## src/rtl/buffer_lane_dma.sv

```systemverilog
// Byte-lane DMA engine: streams a block out of one staging-buffer lane (read)
// or writes a streamed block into it (write), owning the lane's bus-side port.
module buffer_lane_dma (
    input  logic        clk,
    input  logic        rst_n,
    input  logic        cmd_valid,
    output logic        cmd_ready,
    input  logic        cmd_write,
    input  logic [13:0] cmd_addr,
    input  logic [14:0] cmd_len,
    output logic        busy,
    output logic        done,
    output logic        m_valid,
    output logic [7:0]  m_data,
    output logic        m_last,
    input  logic        m_ready,
    input  logic        s_valid,
    input  logic [7:0]  s_data,
    output logic        s_ready,
    output logic [13:0] bus_addr,
    output logic [7:0]  bus_wdata,
    output logic        bus_we,
    input  logic [7:0]  bus_rdata
);

    localparam int unsigned AW = 14;
    localparam int unsigned LW = 15;
    localparam int unsigned DW = 8;

    typedef enum logic [2:0] {
        S_IDLE    = 3'd0,
        S_RD_ADDR = 3'd1,
        S_RD_CAP  = 3'd2,
        S_WR      = 3'd3,
        S_FIN     = 3'd4
    } state_t;

    state_t          r_state;
    logic [AW-1:0]   r_addr;
    logic [LW-1:0]   r_rem;
    logic            r_m_valid;
    logic            r_m_last;
    logic [DW-1:0]   r_m_data;

    logic            w_capture;
    logic            w_out_take;
    logic            w_wr_hs;

    // Capture only while bytes remain; once remaining hits zero the last byte waits for its handshake.
    assign w_capture  = (r_state == S_RD_CAP) && (r_rem != LW'(0)) && (!r_m_valid || m_ready);
    assign w_out_take = r_m_valid && m_ready;
    assign w_wr_hs    = (r_state == S_WR) && s_valid;

    always_ff @(posedge clk or negedge rst_n) begin
        if (!rst_n) begin
            r_state   <= S_IDLE;
            r_addr    <= '0;
            r_rem     <= '0;
            r_m_valid <= 1'b0;
            r_m_last  <= 1'b0;
            r_m_data  <= '0;
        end else begin
            case (r_state)
                S_IDLE: begin
                    if (cmd_valid) begin
                        r_addr <= cmd_addr;
                        r_rem  <= cmd_len;
                        if (cmd_len == LW'(0))
                            r_state <= S_FIN;
                        else if (cmd_write)
                            r_state <= S_WR;
                        else
                            r_state <= S_RD_ADDR;
                    end
                end
                S_RD_ADDR: r_state <= S_RD_CAP;
                S_RD_CAP: begin
                    if (w_capture) begin
                        r_addr  <= r_addr + AW'(1);
                        r_rem   <= r_rem - LW'(1);
                        r_state <= (r_rem == LW'(1)) ? S_RD_CAP : S_RD_ADDR;
                    end else if ((r_rem == LW'(0)) && w_out_take && r_m_last) begin
                        r_state <= S_FIN;
                    end
                end
                S_WR: begin
                    if (s_valid) begin
                        r_addr <= r_addr + AW'(1);
                        r_rem  <= r_rem - LW'(1);
                        if (r_rem == LW'(1))
                            r_state <= S_FIN;
                    end
                end
                S_FIN:   r_state <= S_IDLE;
                default: r_state <= S_IDLE;
            endcase

            // Output byte register: a new capture may replace a byte drained this cycle.
            if (w_capture) begin
                r_m_valid <= 1'b1;
                r_m_data  <= bus_rdata;
                r_m_last  <= (r_rem == LW'(1));
            end else if (w_out_take) begin
                r_m_valid <= 1'b0;
                r_m_last  <= 1'b0;
            end
        end
    end

    assign cmd_ready = (r_state == S_IDLE);
    assign busy      = (r_state != S_IDLE);
    assign done      = (r_state == S_FIN);
    assign s_ready   = (r_state == S_WR);
    assign m_valid   = r_m_valid;
    assign m_data    = r_m_data;
    assign m_last    = r_m_last;
    assign bus_addr  = r_addr;
    assign bus_we    = w_wr_hs;
    assign bus_wdata = w_wr_hs ? s_data : DW'(0);

endmodule

```

## config.mk

```make
export PLATFORM = sky130hd
export DESIGN_NAME = buffer_lane_dma
export DESIGN_NICKNAME = d
export VERILOG_FILES = /design/src/rtl/buffer_lane_dma.sv
export SDC_FILE = /design/constraint.sdc
export NUM_CORES = 1
export LEC_CHECK = 0
export ABC_AREA = 1
export ABC_CLOCK_PERIOD_IN_PS = 1610
export CAP_MARGIN = 30
export CORE_AREA = 5 5 90 92
export DETAILED_ROUTE_END_ITERATION = 8
export DIE_AREA = 0 0 95 97
export GPL_ROUTABILITY_DRIVEN = 0
export PLACE_DENSITY = 0.81
export SYNTH_ARGS = -nofsm -noshare
export SYNTH_HDL_FRONTEND = slang
export SYNTH_SLANG_ARGS = --single-unit
```

## constraint.sdc

```tcl
create_clock -name clk -period 1.61 [get_ports clk]
set_input_delay 0.322 -clock clk [delete_from_list [all_inputs] [get_ports clk]]
set_output_delay 0.322 -clock clk [all_outputs]
set_load 0.05 [all_outputs]
```

== Word level (Yosys, flattened, before mapping) ==
Index checks and enable logic that the tools add are counted.

* Logic and storage cells: 56
* Output and inout port bits: 37
* Input port bits: 51
* Register bits: 42

* Reductions and logical operators: 17
* Add/subtract/negate cells: 2
* Mux-type cells: 21
* Equality and inequality tests: 10

{| class="wikitable"
|+ Operators by type and width
! kind !! number
|-
| $mux W15 || 3
|-
| $pmux W15 S3 || 1
|-
| $mux W14 || 3
|-
| $pmux W14 S3 || 1
|-
| $logic_not A15 Y1 || 2
|-
| $mux W3 || 6
|-
| $eq A15 B1 Y1 const B || 1
|-
| $reduce_bool A15 Y1 || 1
|-
| $sub A15 B1 Y15 const B || 1
|-
| $add A14 B1 Y14 const B || 1
|-
| $pmux W3 S4 || 1
|-
| $mux W8 || 1
|-
| $reduce_and A4 Y1 || 2
|-
| $eq A3 B2 Y1 const B || 2
|-
| $logic_and A1 B1 Y1 || 6
|-
| $ne A2 B2 Y1 const B || 3
|-
| $reduce_bool A3 Y1 || 2
|-
| $mux W2 || 2
|-
| $eq A3 B1 Y1 const B || 1
|-
| $eq A3 B3 Y1 const B || 1
|-
| $logic_not A3 Y1 || 1
|-
| $mux W1 || 3
|-
| $ne A3 B2 Y1 const B || 1
|-
| $ne A2 B1 Y1 const B || 1
|-
| 3 further kinds || 3
|}

== Depth between registers and ports, before layout ==
* Depth in word-level cells: 6
* Mapped depth: 11
* Mapped depth without buffers: 11

== Worst setup path after synthesis ==
Ideal clock, no wire load.

* Path type: reg-to-output
* Start: register r_state[2]
* End: output port bus_wdata[0]
* Stages on the path, launching flop included: 6
* Buffers on the path: 0
* Path slack: -0.662 ns
* Data arrival time: 1.950 ns
* Required time: 1.288 ns
* Path through: dfrtp_1 -> nor2_4 -> nand2_1 -> inv_1 -> nand2_1 -> nor2_1

* Word-level cells in the longest chain between the ends: 3

{| class="wikitable"
|+ Ends and longest elaborated chain
! element !! RTL line !! source
|-
| start, declared || 38 || <nowiki>state_t r_state;</nowiki>
|-
| start signal, assigned || 81 || <nowiki>r_state <= (r_rem == LW'(1)) ? S_RD_CAP : S_RD_ADDR;</nowiki>
|-
| $eq A3 B2 Y1 || - ||
|-
| via s_ready || 19 || <nowiki>output logic s_ready,</nowiki>
|-
| $logic_and A1 B1 Y1 || 52 || <nowiki>assign w_wr_hs = (r_state == S_WR) && s_valid;</nowiki>
|-
| $mux W8 || 119 || <nowiki>assign bus_wdata = w_wr_hs ? s_data : DW'(0);</nowiki>
|-
| end, declared || 21 || <nowiki>output logic [7:0] bus_wdata,</nowiki>
|}

The timed path passes the listed nets, and every way through them passes these cells.

== Final worst setup path ==
* Start: register r_state[1]
* End: output port bus_we

* Word-level cells in the longest chain between the ends: 2

{| class="wikitable"
|+ Ends and longest elaborated chain
! element !! RTL line !! source
|-
| $eq A3 B2 Y1 || 52 ||
|-
| $logic_and A1 B1 Y1 || 52 ||
|-
| end, declared || 22 || <nowiki>output logic bus_we,</nowiki>
|}

No other way between the ends.

==> results.toml <==
[sta]
fin_ws_ns = -0.262
setup_violations = 44
fin_worst_skew_ns = 0.0114
tightestPinTransition_ns = 0.414
rsz0062_at_grt = "true"
fmax_ghz = 0.534
min_period_over_period_pct = 116
slew_headroom_pct = 72.2
drv_slew = 0
min_period_ns = 1.87
finalHoldViolations = 0

[critical_path]
r2r_setup_slack_ns = -0.18
cp-startpoint = "r_state[1]"
critPathMostFrequentCell = "clkinvlp_4"
cp_num_buf_inv = 4
r2r-start = "r_rem[10]"
worstSetupPathType = "register to primary output"
crit_family = "buffers and inverters"
arrival_ns = 1.55
critPathMaxFanout = 5
worstSetupEndpoint = "bus_we"
r2r.worst_path.cells = 10
start_kind = "register"
r2r_end = "r_rem[11]"
crit_slowest_cell = "dfrtp_1"
cp-end-kind = "primary output"
max_stage_delay_ns = 0.40
cp.required_ns = 1.29
cp_cell_sequence = "inv_2 -> nor2_4 -> nand2_2 -> clkinvlp_4 -> nand2_8 -> clkinvlp_4 -> buf_12"
crit_cells = 7

[cts]
clock-sinks = 42
cts_tree = "built"
numCtsBuffers = 5
clock_path_buffers = 2
clockRootBuffer = "clkbuf_8"
cts.reportedPaths.clkPinSlew_ns = 0.09
clk-insertion-delay-late_ns = 0.32
ctsHtreeMaxLevel = 2

[routing]
drc = 0
wl_per_cell_um = 16.5
drt_first_pass_iters = 6
met2_length_um = 6130
drt_iter0_drc = 383
vias_per_cell = 5.34
met3_length_um = 843
drtAntennaViolNets = 0
vias = 3686
top_layer = "met4"
totalWireLength_um = 11400
wl_met1_um = 4020

[global_routing]
grt_pass1_wl_um = 16200
grt_max_degree = 28
grt_overflow = 0
antenna_found_initial = 0
grt_pass1_vias = 3516
grtUsageTotal_pct = 21.8

[pwr]
fin_total_pwr_mw = 13.1
ir_drop_uv = 1300
p_leak_nw = 2.52
power_density_nw_per_um2 = 2480

[run]
drv_cap = 0

[yosys]
synth.area.top_cells = "dfrtp_1, nand2_1, inv_1, nand3_1, nor2_1"
postSynthAreaPerCell_um2 = 6.62
synth_edf_count = 0
syn_nets = 504
ys_async_sr_fraction_pct = 100
yosysMostFrequentCell = "nand2_1"
syn_area_um2 = 2980
seq_area_frac_synth_pct = 35.3
ys.flop_type = "dfrtp_1"
synth_cells = 450
synth_top_area_share_pct = 35.3
yosysWarningCount = 0
ys_ff_latch = 42
synth_top_area_cell = "dfrtp_1"
ys_types = 30
yosys-top-cells-count = "nand2_1, inv_1, nor2_1"

[placed_design]
io_buffers = 87
dp_slack_ns = -0.261
dp_hpwl_um = 6830

[die]
fp.dieW_um = 95
start_util_pct = 41.7
die_h_um = 97
dieArea_um2 = 9220
core_area_um2 = 7140
ioPinCount = 88
placementRows = 31

[cells_and_area]
diodes = 0
layout-drive-gt1-share_pct = 36.7
area_growth_pct = 76.6
fillers = 476
final_nets = 644

[worst_hold_path]
min-delay-path-class = "input pin to asynchronous set/reset pin"

[status]
violations = "setup timing"
status = "finished with violations"
## flip-flops by register name (all words and copies together), names as in the netlist
| signal | count |
|---|---|
| m_data | 8 |
| bus_addr | 14 |
| r_state | 3 |
| r_rem | 15 |
| m_last | 1 |
| m_valid | 1 |
## cell families (layout without fill, tap and decap cells)
group | after synthesis | count (layout) | synth area share, %
AO/OA/AOI/OAI | 53 | 53 | 11.8
AND/OR/NAND/NOR | 279 | 280 | 40.8
flip-flops | 42 | 42 | 35.3
adder cells (fa/ha/maj) | 3 | 3 | 1.26
XOR/XNOR | 2 | 2 | 0.588
buffers and inverters | 71 | 211 | 10.3
## worst min-delay path by stage
stage / from / endpoint / cells past startpoint
global route: rst_n / bus_addr[7] / 2
CTS: rst_n / bus_addr[9] / 2
floorplan: rst_n / bus_addr[0] / 0
detailed placement: rst_n / bus_addr[9] / 1
finish: rst_n / bus_addr[9] / 2
global placement: rst_n / bus_addr[9] / 1
## cell usage in the layout, fill, tap and decap left out, types with 18 or more instances in the layout
| cell | count |
|---|---|
| buf_12 | 34 |
| buf_4 | 49 |
| clkdlybuf4s50_1 | 48 |
| dfrtp_1 | 38 |
| inv_1 | 47 |
| nand2_1 | 119 |
| nand2_2 | 18 |
| nand2_4 | 22 |
| nand3_1 | 33 |
| nor2_1 | 35 |
| o21ai_0 | 19 |
## final cells by class
type	count	area [µm²]	share of cell area, %
clock buffers	6	82.6	1.57
clock inverters	2	60.1	1.14
inverters	60	249	4.74
multi-input cells	338	2000	38.0
flip-flops and latches	42	1060	20.1
well taps	99	124	2.36
repair buffers	142	1670	31.8
repair inverters	1	16.3	0.309
## timing repair
action	CTS	global route
setup buffers	15	8
endpoints found under the setup margin	44	52
cloned	3	3
hold buffers	1	0
pin swaps	11	22
gates resized for setup	21	88
endpoints found under the hold margin	15	0
## through the flow
stage	setup TNS (ns)	hold slack, ns	area, µm²	util, %	std cells
2_1_floorplan	-2.66	0.0264	3080	-	450
3_3_place_gp	-5.77	0.268	4480	62.8	654
3_5_place_dp	-7.51	0.269	4480	62.8	654
4_1_cts	-2.90	0.492	4870	68.2	681
5_1_grt	-10.11	0.506	5260	73.7	690
6_report	-6.74	0.471	5260	73.7	690
## report_power, final
group	switching, mW	total [mW]	internal, mW
Clock	0.417	1.08	0.662
Combinational	5.59	9.74	4.15
Sequential	0.631	2.24	1.61
## layer usage
metal / up-vias / track usage (%)
met5: - / 0
li1: 1695 / -
met2: 213 / 39.2
met4: 0 / 8.55
met1: 1733 / 25.1
met3: 45 / 3.57
Power figures use the tool's default switching activity.
